### src/rtl/dct_pkg.sv
// Shared widths, FSM state type and saturation bounds for the DCT coefficient accumulator.
package dct_pkg;

    localparam int DCT_VALUE_WIDTH = 32;
    localparam int DCT_PROD_WIDTH  = 2 * DCT_VALUE_WIDTH + 1;
    localparam int DCT_TERMS       = 4;
    localparam int DCT_FRAC_BITS   = 12;
    localparam int DCT_OUT_WIDTH   = 16;

    localparam int DCT_OUT_MAX = (1 << (DCT_OUT_WIDTH - 1)) - 1;
    localparam int DCT_OUT_MIN = -(1 << (DCT_OUT_WIDTH - 1));

    typedef enum logic {
        ST_IDLE  = 1'b0,
        ST_ACCUM = 1'b1
    } dct_state_t;

endpackage

### src/rtl/round_sat.sv
// Round-half-up by FRAC_BITS, then clamp into a signed OUT_WIDTH coefficient.
module round_sat
    import dct_pkg::*;
#(
    parameter int IN_WIDTH  = DCT_PROD_WIDTH + 2,
    parameter int FRAC_BITS = DCT_FRAC_BITS,
    parameter int OUT_WIDTH = DCT_OUT_WIDTH
) (
    input  logic signed [IN_WIDTH-1:0]  din,
    output logic signed [OUT_WIDTH-1:0] dout
);

    // One guard bit so the rounding constant can never wrap the sum.
    localparam logic signed [IN_WIDTH:0] HALF =
        {{(IN_WIDTH - FRAC_BITS + 1){1'b0}}, 1'b1, {(FRAC_BITS - 1){1'b0}}};
    localparam logic signed [IN_WIDTH:0] MAX_EXT =
        {{(IN_WIDTH - OUT_WIDTH + 2){1'b0}}, {(OUT_WIDTH - 1){1'b1}}};
    localparam logic signed [IN_WIDTH:0] MIN_EXT =
        {{(IN_WIDTH - OUT_WIDTH + 2){1'b1}}, {(OUT_WIDTH - 1){1'b0}}};

    logic signed [IN_WIDTH:0] rnd;
    logic signed [IN_WIDTH:0] shr;

    always_comb begin
        rnd = {din[IN_WIDTH-1], din} + HALF;
        shr = rnd >>> FRAC_BITS;
        if (shr > MAX_EXT)
            dout = MAX_EXT[OUT_WIDTH-1:0];
        else if (shr < MIN_EXT)
            dout = MIN_EXT[OUT_WIDTH-1:0];
        else
            dout = shr[OUT_WIDTH-1:0];
    end

endmodule

### src/rtl/dct_accum.sv
// Sums TERMS signed products per DCT coefficient and hands the rounded result downstream.
module dct_accum
    import dct_pkg::*;
#(
    parameter int VALUE_WIDTH = DCT_VALUE_WIDTH,
    parameter int PROD_WIDTH  = 2 * VALUE_WIDTH + 1,
    parameter int TERMS       = DCT_TERMS,
    parameter int FRAC_BITS   = DCT_FRAC_BITS,
    parameter int OUT_WIDTH   = DCT_OUT_WIDTH
) (
    input  logic                  i_clk,
    input  logic                  i_aresetn,
    input  logic                  i_valid,
    input  logic [PROD_WIDTH-1:0] i_prod,
    input  logic                  i_clear,
    input  logic                  i_ready,
    output logic [OUT_WIDTH-1:0]  o_coef,
    output logic                  o_valid,
    output logic [2:0]            o_index,
    output logic                  o_busy,
    output logic                  o_overflow
);

    localparam int ACC_W = PROD_WIDTH + $clog2(TERMS);
    localparam int CNT_W = (TERMS > 1) ? $clog2(TERMS) : 1;

    dct_state_t       state;
    logic [ACC_W-1:0] acc;
    logic [CNT_W-1:0] cnt;
    logic [ACC_W-1:0] prod_ext;
    logic [ACC_W-1:0] sum;
    logic [OUT_WIDTH-1:0] coef_next;
    logic             last_term;

    always_comb begin
        prod_ext  = {{(ACC_W - PROD_WIDTH){i_prod[PROD_WIDTH-1]}}, i_prod};
        sum       = acc + prod_ext;
        last_term = (state == ST_ACCUM) && (cnt == CNT_W'(TERMS - 1));
    end

    round_sat #(
        .IN_WIDTH (ACC_W),
        .FRAC_BITS(FRAC_BITS),
        .OUT_WIDTH(OUT_WIDTH)
    ) u_round_sat (
        .din (sum),
        .dout(coef_next)
    );

    always_ff @(posedge i_clk or negedge i_aresetn) begin
        if (!i_aresetn) begin
            state      <= ST_IDLE;
            acc        <= '0;
            cnt        <= '0;
            o_coef     <= '0;
            o_valid    <= 1'b0;
            o_index    <= '0;
            o_busy     <= 1'b0;
            o_overflow <= 1'b0;
        end else if (i_clear) begin
            state      <= ST_IDLE;
            acc        <= '0;
            cnt        <= '0;
            o_coef     <= '0;
            o_valid    <= 1'b0;
            o_index    <= '0;
            o_busy     <= 1'b0;
            o_overflow <= 1'b0;
        end else begin
            // Handshake first; a completion in the same cycle re-asserts o_valid below.
            if (o_valid && i_ready) begin
                o_valid <= 1'b0;
                o_index <= o_index + 3'd1;
            end
            if (i_valid) begin
                if (state == ST_IDLE) begin
                    acc    <= prod_ext;
                    cnt    <= CNT_W'(1);
                    state  <= ST_ACCUM;
                    o_busy <= 1'b1;
                end else if (last_term) begin
                    acc    <= '0;
                    cnt    <= '0;
                    state  <= ST_IDLE;
                    o_busy <= 1'b0;
                    if (!o_valid || i_ready) begin
                        o_coef  <= coef_next;
                        o_valid <= 1'b1;
                    end else begin
                        o_overflow <= 1'b1;
                    end
                end else begin
                    acc <= sum;
                    cnt <= cnt + CNT_W'(1);
                end
            end
        end
    end

endmodule

### config.mk
export PLATFORM = sky130hd
export DESIGN_NAME = dct_accum
export DESIGN_NICKNAME = d
export VERILOG_FILES = /design/src/rtl/dct_pkg.sv /design/src/rtl/round_sat.sv /design/src/rtl/dct_accum.sv
export SDC_FILE = /design/constraint.sdc
export NUM_CORES = 1
export LEC_CHECK = 0
export CAP_MARGIN = 20
export CORE_AREA = 2 2 118 178
export CTS_BUF_LIST = sky130_fd_sc_hd__clkbuf_4
export CTS_CLUSTER_DIAMETER = 120
export DETAILED_ROUTE_END_ITERATION = 10
export DIE_AREA = 0 0 120 180
export HOLD_SLACK_MARGIN = 0.08
export MAX_ROUTING_LAYER = met4
export PLACE_DENSITY = 0.88
export RECOVER_POWER = 25
export SLEW_MARGIN = 20
export SYNTH_ARGS = -nofsm -noshare
export SYNTH_HDL_FRONTEND = slang
export SYNTH_SLANG_ARGS = --single-unit
### constraint.sdc
create_clock -name i_clk -period 5.85 [get_ports i_clk]
set_input_delay 0.585 -clock i_clk [delete_from_list [all_inputs] [get_ports i_clk]]
set_output_delay 0.585 -clock i_clk [all_outputs]
set_load 0.05 [all_outputs]
==> results.py, run 1 <==
metrics = {
    "outcome": {
        "status": "finished, violations left",
        "violations": "capacitance limit, slew limit",
    },
    "global_route": {
        "antenna_found_initial": 1,
        "grt_pass1_vias": 14400,
        "grt_overflow_total": 0,
        "grt_max_degree": 51,
        "grt_usage": 0.474,
        "grt_pass1_wl_um": 77600,
    },
    "critical_path": {
        "cp_slowest_stage_delay_ps": 670,
        "cp-end-kind": "flop",
        "critical_path.most_common_cell": "buf_4",
        "reg2reg_from": "acc[19]$_DFFE_PN0P_",
        "crit_type": "in -> reg",
        "worstPathRequired_ps": 6290,
        "crit_chain": "clkdlybuf4s50_1 -> ha_1 -> nand4_1 -> buf_4 -> nor2_1 -> a22oi_1 -> a211oi_1 -> nor3_1 -> xnor2_1 -> nor3b_1 -> buf_4 -> buf_4 -> nand4_1 -> nor4_1 -> xor2_1 -> buf_4 -> o211ai_1 -> nor4_4 -> buf_12 -> nand3_1 -> o311ai_0",
        "start_kind": "input port",
        "critPathMaxFanout": 15,
        "crit_buf_inv": 6,
        "crit_family": "simple AND/OR/NAND/NOR gates",
        "startpoint": "i_prod[19]",
        "worst_ep_arrival_time_ps": 6000,
        "crit_slowest_cell": "a211oi_1",
    },
    "floorplanning": {
        "coreArea_um2": 20100,
        "io_pins": 92,
        "initial_utilization": 0.590,
        "dieHeight_um": 180,
        "die_w_um": 120,
        "rows": 64,
        "fp.dieArea_um2": 21600,
    },
    "clock_network": {
        "clk_pin_slew_ps": 170,
        "cts_root_buffer": "clkbuf_4",
        "cts_buffers": 9,
        "cts_buffer_depth": 2,
        "clock_sinks": 92,
        "clkLatencyLatePin_ps": 560,
        "htreeDepth": 3,
        "cts_tree": "built",
    },
    "synthesis": {
        "synth-async-reset-ratio": 1.00,
        "seq_area_frac_synth": 0.194,
        "yosysTopAreaCellShare": 0.194,
        "syn_inst": 1612,
        "synth_area_leaders": "dfrtp_1 (19%), nor2_1 (7.6%), ha_1 (7.3%)",
        "synth_edf_count": 0,
        "syn-mean-instance-area_um2": 7.35,
        "synth_ff_type": "dfrtp_1",
        "syn_area_um2": 11900,
        "synth_top_area_cell": "dfrtp_1",
        "synth_seq_cells": 92,
        "yosysUniqueCellTypes": 109,
        "syn_nets": 1752,
        "yosys_warnings": 0,
    },
    "sta": {
        "worst_slack_ps": 291,
        "min_period_ps": 5560,
        "fmax_mhz": 180,
        "slew_viol_final": 44,
        "whs_ps": 505,
        "setup_viol": 0,
        "tightest_slew_ps": 2470,
        "skew_ps": 27.0,
        "rsz0062_at_grt": "no",
        "period_share": 0.950,
        "max_slew_margin": -0.644,
        "hold_violations": 0,
    },
    "route": {
        "drt_pass1_iterations": 8,
        "wl_per_cell_um": 24.2,
        "drt_iter0_drc": 1479,
        "remaining_drc_errors": 0,
        "num_vias": 14600,
        "viasPerCell": 7.03,
        "ant_nets": 0,
        "drt_wl_total_um": 50400,
    },
    "cells_and_area": {
        "fillers": 1711,
        "syn2layout_area_growth_pct": 20.6,
        "drive_gt1_frac": 0.153,
        "fin_nets": 1947,
    },
    "place": {
        "place_ws_ps": -111,
        "port_buffers": 91,
        "dpl.hpwl_um": 40000,
        "routabilityCongestion": 1.14,
    },
    "power_and_ir_drop": {
        "total_power_mw": 3.83,
        "p_leak_nw": 5.93,
        "peakVddDrop_mv": 0.191,
        "p_per_area_nw_per_um2": 268,
    },
    "worst_hold_path": {
        "hold_path.class": "reg -> reg",
        "worstHoldStart": "acc[32]$_DFFE_PN0P_",
    },
    "job": {
        "cap_violations": 1,
    },
}
## worst min-delay path: cells and delay by family (launching register included)
| family | cells | cell delay (ps) |
|---|---|---|
| flip-flops | 1 | 380 |
| AND/OR/NAND/NOR | 1 | 50 |
| AO/OA/AOI/OAI | 1 | 60 |
## cell usage after synthesis, drive strengths merged, types with 18 or more instances
master / count
a211oi: 20
a21o: 27
a21oi: 121
a221oi: 70
and3: 19
buf: 43
clkbuf: 60
dfrtp: 92
ha: 69
inv: 23
nand2: 169
nand3: 75
nand4: 68
nor2: 241
nor3: 61
nor4: 22
o211ai: 18
o21ai: 96
xnor2: 39
xor2: 33
## sequential cells by signal, indices dropped and copies added, names as in the netlist
signal and cells:
acc 67, o_coef 16, o_index 3, cnt 2, o_busy 1, o_overflow 1
o_valid 1, state 1
## cell usage in the layout, fill, tap and decap left out, types with 32 or more instances in the layout
master / netlist / final
nor2_1: 240 / 238
buf_4: 10 / 193
nand2_1: 168 / 168
a21oi_1: 119 / 119
dfrtp_1: 92 / 92
clkdlybuf4s50_1: 0 / 88
o21ai_0: 81 / 81
nand3_1: 74 / 74
ha_1: 69 / 69
nand4_1: 65 / 65
a221oi_1: 65 / 65
nor3_1: 57 / 57
xnor2_1: 39 / 39
xor2_1: 32 / 32
## final timing paths
path | cells after the start | to | slack (ps)
worst max-delay path | 21 | o_coef[8]$_DFFE_PN0P_ | 290
worst max register to register | 20 | o_coef[8]$_DFFE_PN0P_ | 360
min in group asynchronous | 2 | acc[42]$_DFFE_PN0P_ | 1350
max in group asynchronous | 3 | o_coef[3]$_DFFE_PN0P_ | 2700
worst min-delay path | 2 | acc[32]$_DFFE_PN0P_ | 500
worst min register to register | 2 | acc[32]$_DFFE_PN0P_ | 500
## stage by stage
step	cells	util	cell area [um2]	TNS [ps]
global placement	2059	0.703	14100	0
CTS	2076	0.710	14300	0
detailed placement	2059	0.703	14100	-1230
global route	2077	0.711	14300	0
finish	2077	0.711	14300	0
floorplan	1612	-	11900	0
## cells by family after synthesis
logic type	synth area share
and+or+nand+nor	0.314
AOI/OAI and AO/OA	0.305
buffers and inverters	0.0476
DFF	0.194
xor gates and xnor gates	0.0538
adders and majority gates	0.0745
muxes	0.0111
## routing by layer
layer / up-vias / global-route usage / routed length [um] / share of wire
li1: 6543 / - / - / -
met1: 6845 / 0.469 / 16800 / 0.33
met2: 878 / 0.776 / 23900 / 0.47
met3: 344 / 0.0850 / 3660 / 0.073
met4: 0 / 0.438 / 5990 / 0.12
met5: - / - / 0 / 0
## timing repair
item,in CTS,in global routing
endpoints found under the setup margin,0,14
resized for setup,0,4
buffers inserted,0,0
hold buffers,1,0
endpoints found under the hold margin,42,0
## power by group
| group | internal (mW) | switching, mW |
|---|---|---|
| clock network | 0.135 | 0.272 |
| logic | 1.02 | 1.67 |
| registers | 0.699 | 0.0414 |
## layout make-up
class                   instances  area (um2)  area share
multi-input cells            1394        9030       0.632
repair buffers                287        2400       0.168
flip-flops and latches         92        2300       0.161
well taps                     264         330      0.0231
inverters                      23        86.3     0.00604
clock buffers                  10        75.1     0.00525
clock inverters                 6        62.6     0.00438
diodes                          1        2.50    0.000175
Note: power is estimated with default switching activity, not from simulation.
==> run 2: changes to the inputs <==
==> constraint.sdc (replaced) <==
create_clock -name i_clk -period 5.85 [get_ports i_clk]
set_input_delay 0.585 -clock i_clk [delete_from_list [all_inputs] [get_ports i_clk]]
set_output_delay 0.585 -clock i_clk [all_outputs]
set_load 0.1 [all_outputs]
==> results of run 2 <==
The final DEF is identical to that of run 1. Status: finished, violations left: capacitance limit, slew limit.
Main changes from that run: total power 3.83 mW -> 3.84 mW
